[src/rtl/dual_half_convergence_controller.sv]
// Master stage sequencer for a decoder split across two halves.
// Combines local/remote busy and odd-cluster flags into merge quiescence and convergence decisions.
module dual_half_convergence_controller #(
  parameter int CODE_DISTANCE_X         = 3,
  parameter int CODE_DISTANCE_Z         = 3,
  parameter int ITERATION_COUNTER_WIDTH = 8,
  parameter int STAGE_WIDTH             = 3,
  parameter int LINK_LATENCY            = 2,
  parameter int MAX_ITERATIONS          = 2 * ((CODE_DISTANCE_X > CODE_DISTANCE_Z) ?
                                               CODE_DISTANCE_X : CODE_DISTANCE_Z),
  parameter int MERGE_TIMEOUT           = 1024
) (
  input  logic                               clk,
  input  logic                               reset,
  input  logic                               new_round_start,
  input  logic                               has_message_flying_local,
  input  logic                               has_message_flying_remote,
  input  logic                               has_odd_clusters_local,
  input  logic                               has_odd_clusters_remote,
  output logic [STAGE_WIDTH-1:0]             stage,
  output logic                               result_valid,
  output logic [ITERATION_COUNTER_WIDTH-1:0] iteration_counter,
  output logic [31:0]                        cycle_counter,
  output logic                               deadlock
);

  localparam int QW = $clog2(LINK_LATENCY + 3);
  localparam int MW = $clog2(MERGE_TIMEOUT + 1);
  localparam int IW = ITERATION_COUNTER_WIDTH;

  localparam logic [STAGE_WIDTH-1:0] S_IDLE  = STAGE_WIDTH'(0);
  localparam logic [STAGE_WIDTH-1:0] S_LOAD  = STAGE_WIDTH'(1);
  localparam logic [STAGE_WIDTH-1:0] S_GROW  = STAGE_WIDTH'(2);
  localparam logic [STAGE_WIDTH-1:0] S_MERGE = STAGE_WIDTH'(3);
  localparam logic [STAGE_WIDTH-1:0] S_DONE  = STAGE_WIDTH'(4);

  // quiet_cnt holds quiet cycles already seen, so exit fires on the (LINK_LATENCY+2)th one
  localparam logic [QW-1:0] QUIET_EXIT   = QW'(LINK_LATENCY + 1);
  localparam logic [MW-1:0] TIMEOUT_LAST = MW'(MERGE_TIMEOUT - 1);
  localparam logic [IW-1:0] MAX_ITER     = IW'(MAX_ITERATIONS);

  logic [STAGE_WIDTH-1:0] state_q, state_d;
  logic [QW-1:0]          quiet_cnt;
  logic [MW-1:0]          merge_cnt;

  logic quiet, quiet_done, timeout, odd, iter_ok, go_deadlock, active;

  // state register
  always_ff @(posedge clk or posedge reset) begin
    if (reset) state_q <= S_IDLE;
    else       state_q <= state_d;
  end

  // next-state logic
  always_comb begin
    state_d = state_q;
    case (state_q)
      S_IDLE:  if (new_round_start) state_d = S_LOAD;
      S_LOAD:  state_d = S_GROW;
      S_GROW:  state_d = S_MERGE;
      S_MERGE: begin
        if (timeout)         state_d = S_DONE;
        else if (quiet_done) state_d = (odd && iter_ok) ? S_GROW : S_DONE;
      end
      S_DONE:  state_d = S_IDLE;
      default: state_d = S_IDLE;
    endcase
  end

  // output / decision logic
  always_comb begin
    stage       = state_q;
    active      = (state_q == S_LOAD) || (state_q == S_GROW) || (state_q == S_MERGE);
    quiet       = ~(has_message_flying_local | has_message_flying_remote);
    quiet_done  = (state_q == S_MERGE) && quiet && (quiet_cnt == QUIET_EXIT);
    timeout     = (state_q == S_MERGE) && (merge_cnt == TIMEOUT_LAST);
    odd         = has_odd_clusters_local | has_odd_clusters_remote;
    iter_ok     = iteration_counter < MAX_ITER;
    go_deadlock = timeout || (quiet_done && odd && !iter_ok);
  end

  always_ff @(posedge clk or posedge reset) begin
    if (reset) begin
      result_valid      <= 1'b0;
      deadlock          <= 1'b0;
      iteration_counter <= '0;
      cycle_counter     <= '0;
      quiet_cnt         <= '0;
      merge_cnt         <= '0;
    end else begin
      if (active && (cycle_counter != '1))
        cycle_counter <= cycle_counter + 32'd1;
      case (state_q)
        S_IDLE: if (new_round_start) begin
          result_valid      <= 1'b0;
          deadlock          <= 1'b0;
          iteration_counter <= '0;
          cycle_counter     <= '0;
        end
        S_GROW: begin
          if (iteration_counter != '1)
            iteration_counter <= iteration_counter + 1'b1;
          quiet_cnt <= '0;
          merge_cnt <= '0;
        end
        S_MERGE: begin
          quiet_cnt <= quiet ? quiet_cnt + 1'b1 : '0;
          merge_cnt <= merge_cnt + 1'b1;
          if (go_deadlock)        deadlock     <= 1'b1;
          if (state_d == S_DONE)  result_valid <= 1'b1;
        end
        default: ;
      endcase
    end
  end

endmodule

[config.mk]
export PLATFORM = sky130hd
export DESIGN_NAME = dual_half_convergence_controller
export DESIGN_NICKNAME = d
export VERILOG_FILES = /design/src/rtl/dual_half_convergence_controller.sv
export SDC_FILE = /design/constraint.sdc
export NUM_CORES = 1
export LEC_CHECK = 0
export ABC_CLOCK_PERIOD_IN_PS = 6200
export BUFFER_PORTS_ARGS = -buffer_cell sky130_fd_sc_hd__buf_2
export CORE_MARGIN = 4
export CORE_UTILIZATION = 40
export DETAILED_ROUTE_END_ITERATION = 7
export PLACE_DENSITY = 0.68
export SLEW_MARGIN = 40
export SYNTH_ARGS = -nofsm -noshare
export SYNTH_HDL_FRONTEND = slang
export SYNTH_SLANG_ARGS = --single-unit
[constraint.sdc]
create_clock -name clk -period 6.2 [get_ports clk]
set_input_delay 0.62 -clock clk [delete_from_list [all_inputs] [get_ports clk]]
set_output_delay 0.62 -clock clk [all_outputs]
set_load 0.03 [all_outputs]
==> flow_summary.json, run 1 <==
{
  "yosys.area_share.adder_pct": 1.94,
  "status": "finished, final reports clean",
  "worst_pin_slew_ns": 0.688,
  "synthTopCellsByCount": "59 x dfrtp_1, 47 x nand2_1, 27 x nor2_1",
  "p_leak_uw": 0.00161,
  "hold_buffers": 0,
  "cp_cell_sequence": "nand4_1, or3_1, nor4_4, buf_4, buf_4, or4b_2, nand3_1",
  "synth-compound-area-share_pct": 14.3,
  "cpMaxStageDelayCell": "or3_1",
  "criticalPathCategory": "reg2reg",
  "track_usage_pct": 16.7,
  "drt-initial-drc-count": 154,
  "drive_gt1_share_pct": 21.2,
  "timing.final.crit_share_pct": 39.1,
  "core_um2": 7770,
  "viasPerCell": 5.54,
  "grt_pass1_wl_mm": 13.0,
  "required_ns": 6.41,
  "die_area_um2": 9550,
  "synth_simple_gate_area_share_pct": 28.7,
  "rows": 32,
  "synthArstFlopShare_pct": 100,
  "die_width_um": 97.7,
  "gp_congestion": 0.836,
  "synth_xor_area_share_pct": 3.54,
  "ys.flop_type": "dfrtp_1",
  "post-route-util_pct": 48.5,
  "yosysTopAreaCell": "dfrtp_1",
  "area_growth_pct": 16.9,
  "ys_warn_count": 0,
  "grt_pass1_vias": 2666,
  "synth_cells": 355,
  "vias": 2844,
  "n_antenna_cell": 0,
  "avgSynthCellArea_um2": 9.07,
  "synth-seq-cells": 59,
  "synth_cell_types": 48,
  "io_buffers": 51,
  "synth_top_family_by_area": "simple AND/OR/NAND/NOR gates",
  "initial_core_util_pct": 41.4,
  "rsz0062_at_grt": "false",
  "clk_latency_ns": 0.34,
  "routed_wl_mm": 7.58,
  "ant_nets": 0,
  "drtPass1Iterations": 4,
  "crit_path_end_kind": "flop",
  "maxSlewHeadroom_pct": 52.9,
  "finClkSkew_ns": 0.00801,
  "synthTopCellsByArea": "dfrtp_1 46%, nand2_1 5.5%, nand3_1 3.6%",
  "fmax_ghz": 0.412,
  "synthesis.area_um2": 3220,
  "path_max_fanout": 14,
  "yosysTopAreaCellShare_pct": 45.9,
  "antenna_found_initial": 0,
  "clk_pin_slew_ns": 0.07,
  "clock_path_buffers": 2,
  "muxShareOfSynthArea_pct": 2.80,
  "finalNetCount": 418,
  "wire_per_inst_um": 14.8,
  "vdd_ir_drop_max_v": 0.000145,
  "syn-num-nets": 367,
  "grt_overflow": 0,
  "maxCapViolCount": 0,
  "stdcell_count": 513,
  "synth_seq_area_share_pct": 45.9,
  "ioPinCount": 52,
  "critPathBufInv": 2,
  "postCtsSetupBuffers": 0,
  "start_kind": "flop",
  "cts_tree": "built",
  "critPathTopFamily": "simple AND/OR/NAND/NOR gates",
  "hold_violations": 0,
  "yosys.cell_count.top_type": "dfrtp_1",
  "finalCriticalPeriod_ns": 2.43,
  "power.density_nw_per_um2": 294,
  "cpPeakStageDelay_ns": 0.55,
  "clock-root-buffer": "clkbuf_8",
  "synth-edff-count": 0,
  "die_h_um": 97.7,
  "clock-sinks": 59,
  "cts_resized": 0,
  "critPathMostFrequentCell": "buf_4",
  "finalSetupTns_ns": 0,
  "setup_violations": 0,
  "finalMaxSlewViolations": 0,
  "hp-class": "in2async",
  "drc": 0,
  "cts_buffers": 9,
  "htreeDepth": 3,
  "cp.arrival_ns": 2.64,
  "fin_area_um2": 3760,
  "place_hpwl_mm": 5.23,
  "grt_max_degree": 60,
  "place_area_um2": 3590,
  "nFillCells": 752,
  "place_inst": 497
}
-- cell usage in the layout (no fill, tap or decap), drive strengths merged, types with 10 or more instances in the layout --
cell type / count
nand2: 47
o21ai: 22
o31ai: 10
nand3: 23
or3: 10
or2: 10
nand4: 15
nor2: 27
clkbuf: 14
dfrtp: 59
buf: 56
a21oi: 13
nor3: 13
-- metal layers --
layer / share of wire (%) / routed length, µm / track usage, %
met4: 0.91 / 69 / 4.58
met3: 6.3 / 481 / 5.74
met5: 0 / 0 / 0
met2: 48 / 3610 / 25.6
met1: 45 / 3420 / 22.5
-- where the power goes --
part           switching (µW)  leakage [µW]  internal (µW)  total, µW
logic                     168      0.000753           93.3        261
clock network             148     0.0000905            166        315
registers                82.8      0.000770            447        530
-- worst min-delay path, delay by kind of cell --
| kind | cells | cell delay, ns |
|---|---|---|
| buf+inv | 3 | 0.56 |
-- per-stage QoR --
step	hold WS, ns	total power, µW	worst slack, ns
6_report	0.396	1110	3.77
2_1_floorplan	0.454	714	3.82
4_1_cts	0.488	1120	3.77
3_5_place_dp	0.486	801	3.78
3_3_place_gp	0.472	794	3.56
5_1_grt	0.440	1170	3.61
-- kinds of logic (layout without fill, tap and decap cells) --
kind of cell,Yosys count,count (layout)
buffers and inverters,24,80
DFF,59,59
AOI/OAI and AO/OA,70,70
xor gates and xnor gates,13,13
adders and majority gates,5,5
and+or+nand+nor,175,175
muxes,9,9
-- path summary, 6_finish.rpt --
| path | start | end | slack [ns] | depth (start not counted) |
|---|---|---|---|---|
| min in group clk | result_valid | result_valid | 0.49 | 1 |
| max reg2reg | cycle_counter[24] | cycle_counter[1] | 3.77 | 7 |
| min reg2reg | result_valid | result_valid | 0.49 | 1 |
| max in group asynchronous | reset | cycle_counter[14] | 5.42 | 3 |
| max | cycle_counter[24] | cycle_counter[1] | 3.77 | 7 |
| min | reset | merge_cnt[6] | 0.40 | 3 |
-- registers in the layout, indices dropped and copies added, names as in the netlist --
signal             cells
stage                  3
result_valid           1
quiet_cnt              3
merge_cnt             11
deadlock               1
iteration_counter      8
cycle_counter         32
-- final cells by class --
| class | instances | area (µm²) | share of cell area (%) |
|---|---|---|---|
| sequential | 59 | 1480 | 39.2 |
| clock inverter | 2 | 10.0 | 0.266 |
| timing repair buffer | 56 | 297 | 7.88 |
| inverter | 8 | 30.0 | 0.798 |
| tap | 102 | 128 | 3.39 |
| clock buffer | 14 | 163 | 4.32 |
| multi-input combinational | 272 | 1660 | 44.1 |
No activity file was read; power rests on OpenSTA's default activity.
==> run 2, diff against run 1 <==
--- a/config.mk
+++ b/config.mk
@@ -5,12 +5,12 @@
 export SDC_FILE = /design/constraint.sdc
 export NUM_CORES = 1
 export LEC_CHECK = 0
-export ABC_CLOCK_PERIOD_IN_PS = 6200
+export ABC_CLOCK_PERIOD_IN_PS = 2200
 export BUFFER_PORTS_ARGS = -buffer_cell sky130_fd_sc_hd__buf_2
 export CORE_MARGIN = 4
 export CORE_UTILIZATION = 40
 export DETAILED_ROUTE_END_ITERATION = 7
-export PLACE_DENSITY = 0.68
+export PLACE_DENSITY = 0.7
 export SLEW_MARGIN = 40
 export SYNTH_ARGS = -nofsm -noshare
 export SYNTH_HDL_FRONTEND = slang
==> constraint.sdc (replaced) <==
create_clock -name clk -period 2.2 [get_ports clk]
set_input_delay 0.22 -clock clk [delete_from_list [all_inputs] [get_ports clk]]
set_output_delay 0.22 -clock clk [all_outputs]
set_load 0.03 [all_outputs]
==> flow_summary.json, run 2 (synthesis gave the netlist of run 1 again) <==
{
  "p_clk_share_pct": 30.2,
  "top_register": "cycle_counter",
  "hp-class": "in2reg",
  "finalNetCount": 449,
  "p_sw_uw": 1140,
  "drtPass1Iterations": 4,
  "whs_ns": 0.115,
  "status": "finished, final reports clean",
  "grt_pass1_vias": 2935,
  "clock-root-buffer": "clkbuf_8",
  "rows": 32,
  "place_hpwl_mm": 5.77,
  "nFillCells": 726,
  "die_area_um2": 9550,
  "cts_tree": "built",
  "rr_worst_depth": 6,
  "largest_reg_flops": 32,
  "cts_buffers": 9,
  "maxSlewHeadroom_pct": 58.3,
  "die_h_um": 97.7,
  "setup_violations": 0,
  "seqPwrFrac_pct": 42.6,
  "n_antenna_cell": 0,
  "gp_congestion": 0.813,
  "path_max_fanout": 6,
  "mostFrequentLayoutCell": "buf_2",
  "reg.largest.list": "cycle_counter (32), merge_cnt (11), iteration_counter (8)",
  "power.density_nw_per_um2": 834,
  "vias": 2962,
  "finalCriticalPeriod_ns": 2.11,
  "core_um2": 7770,
  "fmax_ghz": 0.474,
  "place_inst": 525,
  "clock_path_buffers": 2,
  "wire_per_inst_um": 14.5,
  "criticalPathCategory": "reg2reg",
  "final_cell_mix": "51 x buf_2, 47 x nand2_1, 43 x dfrtp_1, 34 x buf_4, 27 x nor2_1",
  "worst_pin_slew_ns": 0.625,
  "vdd_ir_drop_max_v": 0.000495,
  "htreeDepth": 3,
  "grt_max_degree": 36,
  "grt_pass1_wl_mm": 13.8,
  "clk_pin_slew_ns": 0.07,
  "rsz0062_at_grt": "false",
  "track_usage_pct": 17.4,
  "finClkSkew_ns": 0.0133,
  "maxCapViolCount": 0,
  "antenna_found_initial": 0,
  "grt_overflow": 0,
  "r2r_end": "cycle_counter[20]",
  "area_growth_pct": 26.3,
  "rr_startpoint": "cycle_counter[0]",
  "timing.final.crit_share_pct": 95.8,
  "p_sw_share_pct": 33.7,
  "power.internal_uw": 2250,
  "finalMaxSlewViolations": 0,
  "clk_latency_ns": 0.33,
  "start_kind": "flop",
  "drc": 0,
  "rrSetupSlack_ns": 0.09,
  "required_ns": 2.47,
  "clock-sinks": 59,
  "crit_path_end_kind": "flop",
  "place_area_um2": 3820,
  "viasPerCell": 5.44,
  "drive_gt1_share_pct": 30.5,
  "crit_end": "cycle_counter[20]",
  "drt-initial-drc-count": 116,
  "crit_start": "cycle_counter[0]",
  "hold_violations": 0,
  "stdcell_count": 544,
  "initial_core_util_pct": 41.4,
  "p_leak_uw": 0.00176,
  "fin_area_um2": 4070,
  "io_buffers": 51,
  "routed_wl_mm": 7.91,
  "ant_nets": 0,
  "die_width_um": 97.7,
  "ioPinCount": 52,
  "p_comb_share_pct": 27.2,
  "cp.arrival_ns": 2.37
}
run 2: final cells by class:
cell class	count	area [µm²]	share of cell area (%)
timing repair buffer	87	541	13.3
clock inverter	2	35.0	0.862
multi-input combinational	272	1660	40.9
inverter	8	31.3	0.769
clock buffer	14	173	4.25
sequential	59	1500	36.8
tap	102	128	3.14
run 2: through the flow:
step | total power (µW) | setup TNS [ns] | setup WS, ns | util, %
floorplan | 2030 | -0.0803 | -0.0803 | -
global placement | 2340 | 0 | 0.121 | 49.2
detailed placement | 2370 | 0 | 0.0778 | 49.2
CTS | 3400 | 0 | 0.0520 | 51.9
finish | 3390 | 0 | 0.0919 | 52.4
global route | 3600 | 0 | 0.00305 | 52.4
run 2: metal layers:
layer	global-route usage [%]	up-vias	share of wire, %
met1	21.6	1417	44
met2	30.3	71	50
met3	4.88	7	5.0
met4	3.30	0	0.72
met5	0	-	0
li1	-	1467	-
run 2: how the worst min path moves through the flow:
stage	start	end	slack [ns]	depth (start not counted)
finish	has_message_flying_local	quiet_cnt[0]	0.12	2
global route	has_message_flying_remote	quiet_cnt[0]	0.13	2
CTS	reset	merge_cnt[7]	0.04	2
detailed placement	reset	merge_cnt[7]	0.40	2
global placement	reset	merge_cnt[7]	0.40	2
floorplan	has_message_flying_local	quiet_cnt[0]	0.32	1
run 2: worst max-delay path, stage by stage (launching register included):
cell	delay (ns)
dfrtp_2	0.41
ha_2	0.20
nand3_1	0.07
or2_2	0.32
or4_1	0.54
or4_1	0.42
o21ai_1	0.08
run 2: power by group through the flow:
stage          clock network [µW]  registers, µW  logic, µW
2_1_floorplan                   0           1690        333
3_3_place_gp                    0           1450        886
3_5_place_dp                    0           1460        901
4_1_cts                      1050           1450        905
5_1_grt                      1110           1470       1020
6_report                     1030           1440        924
run 2: timing repair:
item,CTS,global route
hold buffers,0,1
setup buffers,0,2
resized for setup,0,3
setup endpoints to repair,0,7
endpoints found under the hold margin,0,33
==> run 3, diff against run 2 <==
--- a/config.mk
+++ b/config.mk
@@ -8,9 +8,9 @@
 export ABC_CLOCK_PERIOD_IN_PS = 2200
 export BUFFER_PORTS_ARGS = -buffer_cell sky130_fd_sc_hd__buf_2
 export CORE_MARGIN = 4
-export CORE_UTILIZATION = 40
+export CORE_UTILIZATION = 51
 export DETAILED_ROUTE_END_ITERATION = 7
-export PLACE_DENSITY = 0.7
+export PLACE_DENSITY = 0.84
 export SLEW_MARGIN = 40
 export SYNTH_ARGS = -nofsm -noshare
 export SYNTH_HDL_FRONTEND = slang
==> flow_summary.json, run 3 (synthesis gave the netlist of run 1 again) <==
{
  "status": "finished, final reports clean",
  "power.total_uw": 3290,
  "die_width_um": 87.5,
  "mostFrequentLayoutCell": "buf_2",
  "drtPass1Iterations": 5,
  "final_cell_mix": "51 x buf_2, 47 x nand2_1, 43 x dfrtp_1, 34 x buf_4, 27 x nor2_1",
  "ant_nets": 0,
  "maxSlewHeadroom_pct": 64.4,
  "clk_latency_ns": 0.34,
  "top_register": "cycle_counter",
  "crit_start": "cycle_counter[16]",
  "cpMaxStageDelayCell": "or4b_1",
  "wire_per_inst_um": 15.9,
  "cts_tree": "built",
  "grt_overflow": 0,
  "drc": 0,
  "drive_gt1_share_pct": 31.0,
  "ioPinCount": 52,
  "n_antenna_cell": 0,
  "maxCapViolCount": 0,
  "area_growth_pct": 24.8,
  "reg.largest.list": "cycle_counter (32), merge_cnt (11), iteration_counter (8)",
  "drt-initial-drc-count": 258,
  "criticalPathCategory": "reg2reg",
  "finalSetupTns_ns": 0,
  "clk_pin_slew_ns": 0.07,
  "grt_max_degree": 29,
  "finalCriticalPeriod_ns": 2.12,
  "track_usage_pct": 23.2,
  "cp.arrival_ns": 2.39,
  "htreeDepth": 3,
  "grt_pass1_wl_mm": 13.9,
  "core_um2": 6030,
  "cp_cell_sequence": "nand4_1, or2_2, a2111o_1, or4b_1, o21ai_1",
  "hold_violations": 0,
  "fmax_ghz": 0.471,
  "hp-class": "in2reg",
  "start_kind": "flop",
  "finalMaxSlewViolations": 0,
  "rows": 28,
  "vdd_ir_drop_max_v": 0.000604,
  "initial_core_util_pct": 53.4,
  "rr_startpoint": "cycle_counter[16]",
  "place_hpwl_mm": 5.82,
  "worst_pin_slew_ns": 0.528,
  "cts_buffers": 9,
  "place_inst": 496,
  "critPathTopFamily": "simple AND/OR/NAND/NOR gates",
  "power.density_nw_per_um2": 819,
  "antenna_found_initial": 0,
  "finClkSkew_ns": 0.00921,
  "required_ns": 2.47,
  "crit_path_end_kind": "flop",
  "stdcell_count": 517,
  "die_area_um2": 7650,
  "critPathBufInv": 0,
  "io_buffers": 51,
  "clock-sinks": 59,
  "gp_congestion": 0.938,
  "min_from": "has_message_flying_remote",
  "viasPerCell": 6.03,
  "clock_path_buffers": 2,
  "fin_area_um2": 4020,
  "setup_violations": 0,
  "routed_wl_mm": 8.22,
  "place_area_um2": 3780,
  "timing.final.crit_share_pct": 96.4,
  "grt_pass1_vias": 3011,
  "path_max_fanout": 6,
  "die_h_um": 87.5,
  "finalNetCount": 449,
  "cpPeakStageDelay_ns": 0.50,
  "largest_reg_flops": 32,
  "vias": 3116,
  "p_leak_uw": 0.00175,
  "clock-root-buffer": "clkbuf_8"
}
run 3: metrics by stage:
stage          hold slack [ns]  util [%]  setup slack, ns
6_report                 0.120      66.7           0.0785
5_1_grt                  0.107      66.7         -0.00310
4_1_cts                  0.108      65.9           0.0358
3_5_place_dp             0.226      62.7           0.0208
3_3_place_gp             0.227      62.7           0.0951
2_1_floorplan            0.317         -          -0.0803
run 3: cell type report:
cell class                      count  area, µm²
Fill cell                         489       2010
Multi-Input combinational cell    272       1670
Sequential cell                    59       1500
Timing Repair Buffer               87        541
Clock buffer                       14        173
Tap cell                           75       93.8
Inverter                            8       30.0
Clock inverter                      2       10.0
run 3: power by group:
| part | leakage, µW | total, µW | internal (µW) | switching [µW] |
|---|---|---|---|---|
| sequential | 0.000749 | 1450 | 1270 | 180 |
| combinational | 0.000904 | 912 | 355 | 557 |
| clock | 0.0000965 | 926 | 499 | 428 |
| total | 0.00175 | 3290 | 2120 | 1160 |
run 3: final timing paths:
kind                                        end  slack [ns]  cells past startpoint
hold / removal                     quiet_cnt[0]        0.12                      2
min in group asynchronous  iteration_counter[7]        0.40                      3
setup / recovery              cycle_counter[29]        0.08                      5
setup reg to reg              cycle_counter[29]        0.08                      5
hold reg to reg                    result_valid        0.49                      1
max in group asynchronous     cycle_counter[24]        1.17                      4
run 3: timing repair:
item / CTS / global route
hold endpoints to repair: 16 / 0
buffers inserted: 0 / 4
endpoints found under the setup margin: 1 / 8
hold buffers: 1 / 0
gates resized for setup: 1 / 4
run 3: routing by layer:
metal  track usage, %  part of all wire, %  wire, µm
met1             29.4                   41      3360
met2             37.3                   50      4130
met3             5.68                  6.7       552
met4             10.6                  2.1       176
met5                0                    0         0
